$ cat config.mk
export PLATFORM = sky130hd
export DESIGN_NAME = saa1099_wr_queue_flat
export DESIGN_NICKNAME = d
export VERILOG_FILES = /design/src/rtl/saa1099_wr_queue_if.sv /design/src/rtl/saa1099_wr_queue.sv /design/src/flat_wrapper.sv
export SDC_FILE = /design/constraint.sdc
export NUM_CORES = 1
export LEC_CHECK = 0
export CAP_MARGIN = 30
export CORE_MARGIN = 4
export CORE_UTILIZATION = 46
export CTS_CLUSTER_SIZE = 12
export DETAILED_ROUTE_END_ITERATION = 10
export PLACE_DENSITY = 0.67
export SLEW_MARGIN = 25
export SYNTH_ARGS = -nofsm -noshare
export SYNTH_HDL_FRONTEND = slang
export SYNTH_SLANG_ARGS = --single-unit
$ cat constraint.sdc
create_clock -name clk_sys -period 3 [get_ports clk_sys]
set_input_delay 0.45 -clock clk_sys [delete_from_list [all_inputs] [get_ports clk_sys]]
set_output_delay 0.45 -clock clk_sys [all_outputs]
set_load 0.01 [all_outputs]
$ cat src/rtl/saa1099_wr_queue_if.sv
// Bundle between the CPU port decoder, the write queue and the SAA1099 pins.
// master drives the CPU-side requests; slave is the queue itself.
interface saa1099_wr_queue_if #(
    parameter int DEPTH_LOG2 = 3
);
    logic                  cpu_we;
    logic                  cpu_a0;
    logic [7:0]            cpu_din;
    logic                  ovf_clr;
    logic                  full;
    logic [DEPTH_LOG2:0]   level;
    logic                  overflow;
    logic                  saa_cs_n;
    logic                  saa_a0;
    logic                  saa_wr_n;
    logic [7:0]            saa_din;

    modport master (
        output cpu_we, cpu_a0, cpu_din, ovf_clr,
        input  full, level, overflow, saa_cs_n, saa_a0, saa_wr_n, saa_din
    );

    modport slave (
        input  cpu_we, cpu_a0, cpu_din, ovf_clr,
        output full, level, overflow, saa_cs_n, saa_a0, saa_wr_n, saa_din
    );
endinterface

$ cat src/rtl/saa1099_wr_queue.sv
// Buffers CPU register writes and replays them to the SAA1099 as cs_n/wr_n strobes.
// Build macro SAA1099_WRQ_COALESCE_EN: merge a new address write into a queued address write.
//
// state  | meaning
// IDLE   | nothing in flight, pop as soon as the queue is non-empty
// SETUP  | cs_n low, wr_n high, a0/din presented
// STROBE | cs_n low, wr_n low for PULSE cycles
// HOLD   | cs_n low, wr_n high, data still held
// GAP    | cs_n high for GAP cycles before the next write
module saa1099_wr_queue #(
    parameter int DEPTH_LOG2 = 3,
    parameter int PULSE      = 2,
    parameter int GAP        = 2
) (
    input logic               clk_sys,
    input logic               rst_n,
    saa1099_wr_queue_if.slave bus
);
    localparam int DEPTH = 1 << DEPTH_LOG2;
    localparam logic [7:0] PULSE_LD = 8'(PULSE - 1);
    localparam logic [7:0] GAP_LD   = 8'((GAP > 0) ? GAP - 1 : 0);
    localparam logic [DEPTH_LOG2-1:0] PTR_ONE = 1;
    localparam logic [DEPTH_LOG2:0]   LVL_ONE = 1;

    typedef enum logic [2:0] {
        S_IDLE,
        S_SETUP,
        S_STROBE,
        S_HOLD,
        S_GAP
    } state_t;

    state_t                 state;
    logic [7:0]             cnt;
    logic [8:0]             mem [DEPTH];
    logic [DEPTH_LOG2-1:0]  wr_ptr;
    logic [DEPTH_LOG2-1:0]  rd_ptr;
    logic [DEPTH_LOG2-1:0]  wr_idx;
    logic [DEPTH_LOG2:0]    level_q;
    logic                   overflow_q;
    logic                   cs_n_q;
    logic                   wr_n_q;
    logic                   a0_q;
    logic [7:0]             din_q;
    logic [8:0]             head;
    logic                   slot_free;
    logic                   pop;
    logic                   coalesce;
    logic                   accept;
    logic                   drop;

    assign head = mem[rd_ptr];

    // The last GAP cycle doubles as the idle slot so back-to-back writes need no extra cycle.
    assign slot_free = (state == S_IDLE)
                    || (state == S_GAP && cnt == '0)
                    || (state == S_HOLD && GAP == 0);
    assign pop = slot_free && (level_q != '0);

`ifdef SAA1099_WRQ_COALESCE_EN
    logic [8:0] tail;

    function automatic logic is_env(input logic [7:0] d);
        return d[4:1] == 4'b1100;
    endfunction

    assign tail = mem[wr_ptr - PTR_ONE];
    assign coalesce = bus.cpu_we && bus.cpu_a0 && (level_q != '0) && tail[8]
                   && !is_env(bus.cpu_din) && !is_env(tail[7:0])
                   && !(pop && level_q == LVL_ONE);
`else
    assign coalesce = 1'b0;
`endif

    assign accept = bus.cpu_we && !coalesce && (!level_q[DEPTH_LOG2] || pop);
    assign drop   = bus.cpu_we && !coalesce && !accept;
    assign wr_idx = coalesce ? wr_ptr - PTR_ONE : wr_ptr;

    always_ff @(posedge clk_sys) begin
        if (accept || coalesce)
            mem[wr_idx] <= {bus.cpu_a0, bus.cpu_din};
    end

    always_ff @(posedge clk_sys or negedge rst_n) begin
        if (!rst_n) begin
            wr_ptr     <= '0;
            rd_ptr     <= '0;
            level_q    <= '0;
            overflow_q <= 1'b0;
        end else begin
            if (accept)
                wr_ptr <= wr_ptr + PTR_ONE;
            if (pop)
                rd_ptr <= rd_ptr + PTR_ONE;
            case ({accept, pop})
                2'b10:   level_q <= level_q + LVL_ONE;
                2'b01:   level_q <= level_q - LVL_ONE;
                default: level_q <= level_q;
            endcase
            if (drop)
                overflow_q <= 1'b1;
            else if (bus.ovf_clr)
                overflow_q <= 1'b0;
        end
    end

    always_ff @(posedge clk_sys or negedge rst_n) begin
        if (!rst_n) begin
            state  <= S_IDLE;
            cnt    <= '0;
            cs_n_q <= 1'b1;
            wr_n_q <= 1'b1;
            a0_q   <= 1'b0;
            din_q  <= '0;
        end else if (pop) begin
            state  <= S_SETUP;
            a0_q   <= head[8];
            din_q  <= head[7:0];
            cs_n_q <= 1'b0;
            wr_n_q <= 1'b1;
        end else begin
            case (state)
                S_SETUP: begin
                    state  <= S_STROBE;
                    wr_n_q <= 1'b0;
                    cnt    <= PULSE_LD;
                end
                S_STROBE: begin
                    if (cnt == '0) begin
                        state  <= S_HOLD;
                        wr_n_q <= 1'b1;
                    end else begin
                        cnt <= cnt - 8'd1;
                    end
                end
                S_HOLD: begin
                    cs_n_q <= 1'b1;
                    if (GAP == 0) begin
                        state <= S_IDLE;
                    end else begin
                        state <= S_GAP;
                        cnt   <= GAP_LD;
                    end
                end
                S_GAP: begin
                    if (cnt == '0)
                        state <= S_IDLE;
                    else
                        cnt <= cnt - 8'd1;
                end
                default: state <= S_IDLE;
            endcase
        end
    end

    assign bus.full     = level_q[DEPTH_LOG2];
    assign bus.level    = level_q;
    assign bus.overflow = overflow_q;
    assign bus.saa_cs_n = cs_n_q;
    assign bus.saa_wr_n = wr_n_q;
    assign bus.saa_a0   = a0_q;
    assign bus.saa_din  = din_q;
endmodule

$ cat src/flat_wrapper.sv
// flat-port wrapper written by rule: the top's interface ports become plain ports
module saa1099_wr_queue_flat 
#(
    parameter int DEPTH_LOG2 = 3,
    parameter int PULSE      = 2,
    parameter int GAP        = 2
)
  (clk_sys, rst_n, bus_cpu_we, bus_cpu_a0, bus_cpu_din, bus_ovf_clr, bus_full, bus_level, bus_overflow, bus_saa_cs_n, bus_saa_a0, bus_saa_wr_n, bus_saa_din);
  saa1099_wr_queue_if #(.DEPTH_LOG2(DEPTH_LOG2)) bus_i ();
  input logic clk_sys;
  input logic rst_n;
  input wire logic [$bits(bus_i.cpu_we)-1:0] bus_cpu_we;
  input wire logic [$bits(bus_i.cpu_a0)-1:0] bus_cpu_a0;
  input wire logic [$bits(bus_i.cpu_din)-1:0] bus_cpu_din;
  input wire logic [$bits(bus_i.ovf_clr)-1:0] bus_ovf_clr;
  output wire logic [$bits(bus_i.full)-1:0] bus_full;
  output wire logic [$bits(bus_i.level)-1:0] bus_level;
  output wire logic [$bits(bus_i.overflow)-1:0] bus_overflow;
  output wire logic [$bits(bus_i.saa_cs_n)-1:0] bus_saa_cs_n;
  output wire logic [$bits(bus_i.saa_a0)-1:0] bus_saa_a0;
  output wire logic [$bits(bus_i.saa_wr_n)-1:0] bus_saa_wr_n;
  output wire logic [$bits(bus_i.saa_din)-1:0] bus_saa_din;
  assign bus_i.cpu_we = bus_cpu_we;
  assign bus_i.cpu_a0 = bus_cpu_a0;
  assign bus_i.cpu_din = bus_cpu_din;
  assign bus_i.ovf_clr = bus_ovf_clr;
  assign bus_full = bus_i.full;
  assign bus_level = bus_i.level;
  assign bus_overflow = bus_i.overflow;
  assign bus_saa_cs_n = bus_i.saa_cs_n;
  assign bus_saa_a0 = bus_i.saa_a0;
  assign bus_saa_wr_n = bus_i.saa_wr_n;
  assign bus_saa_din = bus_i.saa_din;
  saa1099_wr_queue #(.DEPTH_LOG2(DEPTH_LOG2), .PULSE(PULSE), .GAP(GAP)) u_core (.clk_sys(clk_sys), .rst_n(rst_n), .bus(bus_i));
endmodule
**Word-level counts from Yosys, hierarchy flattened**

Memories as Yosys holds them, arrays and structs flattened. A register that Yosys moved wholly into a read port is not among the register bits.
Index checks and enable logic that the tools add are counted.
Widths: inputs -> output; s select.

- Memory bits (writable): 72
- Word-level logic and storage cells: 62
- Output and inout port bits: 17
- Input port bits: 13
- Memories kept: 1
- Flip-flop bits (word level): 24

Memory list:

| name | words | width | read ports | clocked after memory_dff | wr ports | line | RTL |
|---|---|---|---|---|---|---|---|
| u_core.mem | 8 | 9 | 1 | 1 | 1 | saa1099_wr_queue.sv:35 | `logic [8:0] mem [DEPTH];` |

- Multiplexer cells: 16
- Add/subtract/negate cells: 5
- Reductions and logical operators: 22
- Bitwise operators: 1
- Equality and inequality tests: 9

Operators with widths:

| cell | count |
|---|---|
| $pmux 8 s2 | 1 |
| $pmux 3 s4 | 1 |
| $mux 3 | 3 |
| $logic_not 8->1 | 1 |
| $mux 1 | 8 |
| $mux 8 | 1 |
| $pmux 4 s2 | 1 |
| $reduce_bool 2->1 | 4 |
| $sub 8x1->8 const B | 1 |
| $add 3x1->3 const B | 2 |
| $eq 3x2->1 const B | 2 |
| $add 4x1->4 const B | 1 |
| $logic_and 1x1->1 | 4 |
| $reduce_and 2->1 | 2 |
| $reduce_bool 4->1 | 1 |
| $reduce_or 2->1 | 2 |
| $sub 4x1->4 const B | 1 |
| $eq 3x1->1 const B | 1 |
| $eq 3x3->1 const B | 1 |
| $logic_not 1->1 | 3 |
| $logic_not 3->1 | 1 |
| $ne 3x1->1 const B | 1 |
| $ne 3x2->1 const B | 1 |
| $reduce_and 3->1 | 1 |
| 7 further kinds | 8 |

**Longest topological paths before layout**

- Depth after elaboration: 9
- Depth in mapped cells: 14

**Least setup slack after synthesis**

No wires, ideal clock.

- Kind: reg-to-reg
- From: register u_core.cnt[3]
- To: register u_core.level_q[2] (netlist: u_core.bus.level[2])
- Path buffers: 2
- Path slack: 0.161 ns
- Library setup time: 0.129 ns
- Clock period less this slack: 2.839 ns
- Stages on the path, launching flop included: 14
- Data required time: 2.871 ns
- Arrival: 2.710 ns
- Path through: dfrtp_1 > or4_4 > buf_6 > nand2b_4 > a31oi_1 > buf_4 > inv_1 > ha_1 > xor2_1 > ha_1 > a21oi_1 > xor2_1 > nor2_1 > xor2_1

- Cells in the longest elaborated chain, start to end: 8
- Elaborated cells between the ends (all ways): 10
- Those cells by class: 2 x eq/ne; 1 x mux; 7 x reduce/logical

RTL lines:

| element | line | RTL |
|---|---|---|
| start, declared | saa1099_wr_queue.sv:34 | `logic [7:0] cnt;` |
| start signal, assigned | saa1099_wr_queue.sv:133 | `cnt <= cnt - 8'd1;` |
| start signal, assigned | saa1099_wr_queue.sv:149 | `cnt <= cnt - 8'd1;` |
| $logic_not 8->1 * | saa1099_wr_queue.sv:56 | `\|\| (state == S_GAP && cnt == '0)` |
| $logic_and 1x1->1 * | saa1099_wr_queue.sv:56 |  |
| $logic_or 1x1->1 * | saa1099_wr_queue.sv:56 |  |
| $logic_and 1x1->1 * | saa1099_wr_queue.sv:58 | `assign pop = slot_free && (level_q != '0);` |
| $logic_or 1x1->1 | saa1099_wr_queue.sv:75 | `assign accept = bus.cpu_we && !coalesce && (!level_q[DEPTH_LOG2] \|\| pop);` |
| $logic_and 1x1->1 | saa1099_wr_queue.sv:75 |  |
| $eq 2x1->1 or $eq 2x2->1 (tied branches) | saa1099_wr_queue.sv:95 | `case ({accept, pop})` |
| $pmux 4 s2 or $reduce_bool 2->1 (tied branches) | - |  |
| end signal, assigned | saa1099_wr_queue.sv:96 | `2'b10: level_q <= level_q + LVL_ONE;` |
| end signal, assigned | saa1099_wr_queue.sv:97 | `2'b01: level_q <= level_q - LVL_ONE;` |
| end signal, assigned | saa1099_wr_queue.sv:98 | `default: level_q <= level_q;` |
| end, declared | saa1099_wr_queue.sv:39 | `logic [DEPTH_LOG2:0] level_q;` |

Mark *: on every way between the ends. The rest lies on a longest branch, timed or not.
A chain may end at the register's enable or synchronous reset.

**Worst setup path in the final report**

Same ends and word-level chain as after synthesis.

==> out/metrics.cfg <==
[critical_path]
path_cells = or4_4, nand2b_4, a31oi_1, inv_1, ha_2, xor2_1, ha_1, a21oi_1, xor2_1, nor2_1, xor2_1
cp-start-kind = register
ff2ff_setup_slack_ns = 0.19
critPathKind = reg -> reg
crit_path_max_incr_delay_ns = 0.61
slowest_stage = or4_4
critPathRequiredTime_ns = 3.24
crit_fanout = 7
worstPathArrival_ns = 3.05
reg2regPathDepth = 11
cp_common_cell = xor2_1
endpoint_kind = register
timing.rr.start = u_core.cnt[3]$_DFFE_PN0P_
timing.rr.end = u_core.bus.level[2]$_DFFE_PN0P_

[synthesis]
synth_area_sq_um = 4587
ys_warn_count = 0
synth_async_sr_flop_share_pct = 31.43
synthDistinctLibCells = 56
yosys-top-cells-count = edfxtp_1 (72), dfrtp_1 (31), mux4_2 (18)
seq_area_frac_synth_pct = 65.19
synth_area_leaders = edfxtp_1 (47%), dfrtp_1 (17%), mux4_2 (8.8%), mux2_2 (3.9%), ha_1 (1.9%)
synth_edf_count = 72
synth_largest_area_cell = edfxtp_1
synth.most_common_cell = edfxtp_1
synth_seq_cells = 105
synth_flop_cell = edfxtp_1
syn_nets = 297
netlist_instances = 277
yosys.area.top_type_share_pct = 47.14
syn_area_per_cell_sq_um = 16.56

[timing]
hold_viol_final = 0
relSlewSlack_pct = 46.93
setup_viol = 0
rsz0062_at_grt = false
fin_crit_sh_pct = 93.67
tightest_slew_ns = 0.7961
whs_ns = 0.1576
final_max_slew_viol_count = 0
tns_ns = 0
layout_min_cycle_time_ns = 2.810
fin_skew_ns = 0.01420
max_freq_mhz = 355.8

[drt]
detail-route-antenna-nets = 0
dr.pass1.iters = 4
via_count = 2473
drc = 0
drtIter0Drc = 103
viasPerCell = 5.447
drt-total-wl_um = 8160
wire_per_inst_um = 17.97

[status]
status = completed

[cts]
cts-htree-levels = 3
clk_path_buf_depth = 2
clock_latency_ns = 0.36
tritoncts = built
clockRootBuffer = clkbuf_8
ctsHoldBuffers = 0
path_clk_slew_ns = 0.11
cts_sinks = 105
cts_buffers = 9

[cells_and_area]
area_growth_pct = 14.65
fill_cells = 795
drive_gt1_share_pct = 25.55
diodes = 0
finish.instance_area_sq_um = 5259
final_util_pct = 54.05
fin_nets = 336

[floorplan]
fp-row-count = 36
start_util_pct = 47.15
die_area_sq_um = 11630
chipHeight_um = 107.9
io_pins = 30
fp.coreArea_sq_um = 9729
die_x_um = 107.9

[placement]
io_buffers = 29
hpwl_um = 5156
place_congestion = 0.7667
post_dp_cell_area_sq_um = 5066

[power]
power.leakage_nw = 1.883
power_mw = 5.242
power_density_nw_per_um2 = 996.7
peakVddDrop_uv = 368.0

[global_route]
grt_pass1_vias = 2509
antenna_found_initial = 0
grt_start_max_net_pins = 34
grt_usage_pct = 15.18
grt_first_pass_wirelength_um = 13300
grt-ovfl-total = 0

[flow_run]
cap_viol_max_count = 0

[hold_path]
hold_class = in -> async

[report_power, final]
| part | leakage, nW | internal (mW) | switching (mW) |
|---|---|---|---|
| registers | 1.05 | 1.92 | 0.298 |
| clock network | 0.0953 | 0.323 | 0.502 |
| logic | 0.737 | 1.20 | 0.997 |
[cells in the final DEF, fill, tap and decap left out, drive strengths merged, types with 2 or more instances in the layout]
cell type,count
inv,10
clkbuf,10
clkinv,2
o311ai,3
buf,16
nand2b,4
a32oi,2
nand3b,2
dfrtp,31
nor2,10
or4,4
nand2,5
edfxtp,72
o41ai,3
o31a,2
o21ai,8
xor2,5
nor3b,3
and3,2
xnor2,6
o2111ai,2
o31ai,3
and4b,3
dfstp,2
mux2,21
a21oi,5
nor2b,4
or2,2
ha,7
nand3,5
clkdlybuf4s50,28
mux4,18
or3,5
[repair_timing]
item,in CTS,in global routing
setup endpoints to repair,0,1
resized for setup,0,2
endpoints found under the hold margin,0,0
buffers inserted,0,0
[cell families (layout without fill, tap and decap cells)]
logic type,after synthesis,count (layout),share of synthesized area [%]
compound gates,37,37,6.084
simple gates,56,56,7.965
mux,39,39,14.40
fa+ha+maj,7,7,1.909
flops,105,105,65.19
buf+inv,22,66,2.346
xor+xnor,11,11,2.100
[stage by stage]
stage               worst slack, ns  std cells
global route                0.03814        454
detailed placement           0.1710        438
finish                       0.1898        454
CTS                          0.1127        454
global placement             0.2504        438
floorplan                    0.1608        277
[area by class of cell]
type	count	area, sq um	area share, %
Clock inverter	6	57.56	1.094
Inverter	6	22.52	0.4283
Clock buffer	10	127.6	2.427
Tap cell	133	166.4	3.164
Sequential cell	105	2990	56.86
Timing Repair Buffer	44	397.9	7.566
Multi-Input combinational cell	150	1496	28.46
[worst max-delay path by stage]
stage	start	cells after the start	endpoint	slack, ns
after global routing	u_core.cnt[1]$_DFFE_PN0P_	13	u_core.bus.level[2]$_DFFE_PN0P_	0.04
after detailed placement	u_core.cnt[3]$_DFFE_PN0P_	11	u_core.bus.level[2]$_DFFE_PN0P_	0.17
after floorplan	u_core.cnt[3]$_DFFE_PN0P_	13	u_core.bus.level[2]$_DFFE_PN0P_	0.16
final	u_core.cnt[3]$_DFFE_PN0P_	11	u_core.bus.level[2]$_DFFE_PN0P_	0.19
after CTS	u_core.cnt[0]$_DFFE_PN0P_	13	u_core.bus.level[2]$_DFFE_PN0P_	0.11
after global placement	u_core.cnt[3]$_DFFE_PN0P_	11	u_core.bus.level[2]$_DFFE_PN0P_	0.25
[flip-flops by register name (all words and copies together) (netlist names)]
name	count
u_core.bus.level	4
u_core.bus.overflow	1
u_core.bus.saa_a0	1
u_core.bus.saa_cs_n	1
u_core.bus.saa_din	8
u_core.bus.saa_wr_n	1
u_core.cnt	8
u_core.mem	72
u_core.rd_ptr	3
u_core.state	3
u_core.wr_idx	3
[critical path: cells and delay by family, from the launching register on]
| kind | cells | cell delay, ns |
|---|---|---|
| and+or+nand+nor | 3 | 0.88 |
| xor gates and xnor gates | 3 | 0.46 |
| DFF | 1 | 0.45 |
| adders and majority gates | 2 | 0.41 |
| AOI/OAI and AO/OA | 2 | 0.38 |
| buffers and inverters | 1 | 0.10 |
[layer usage]
metal | up-vias | track usage [%] | wire length [um]
met5 | - | 0 | 0
met4 | 0 | 4.328 | 90
met3 | 8 | 3.179 | 362
met2 | 48 | 24.78 | 3998
met1 | 1242 | 20.69 | 3708
li1 | 1175 | - | -
(Power assumes the default switching activity.)
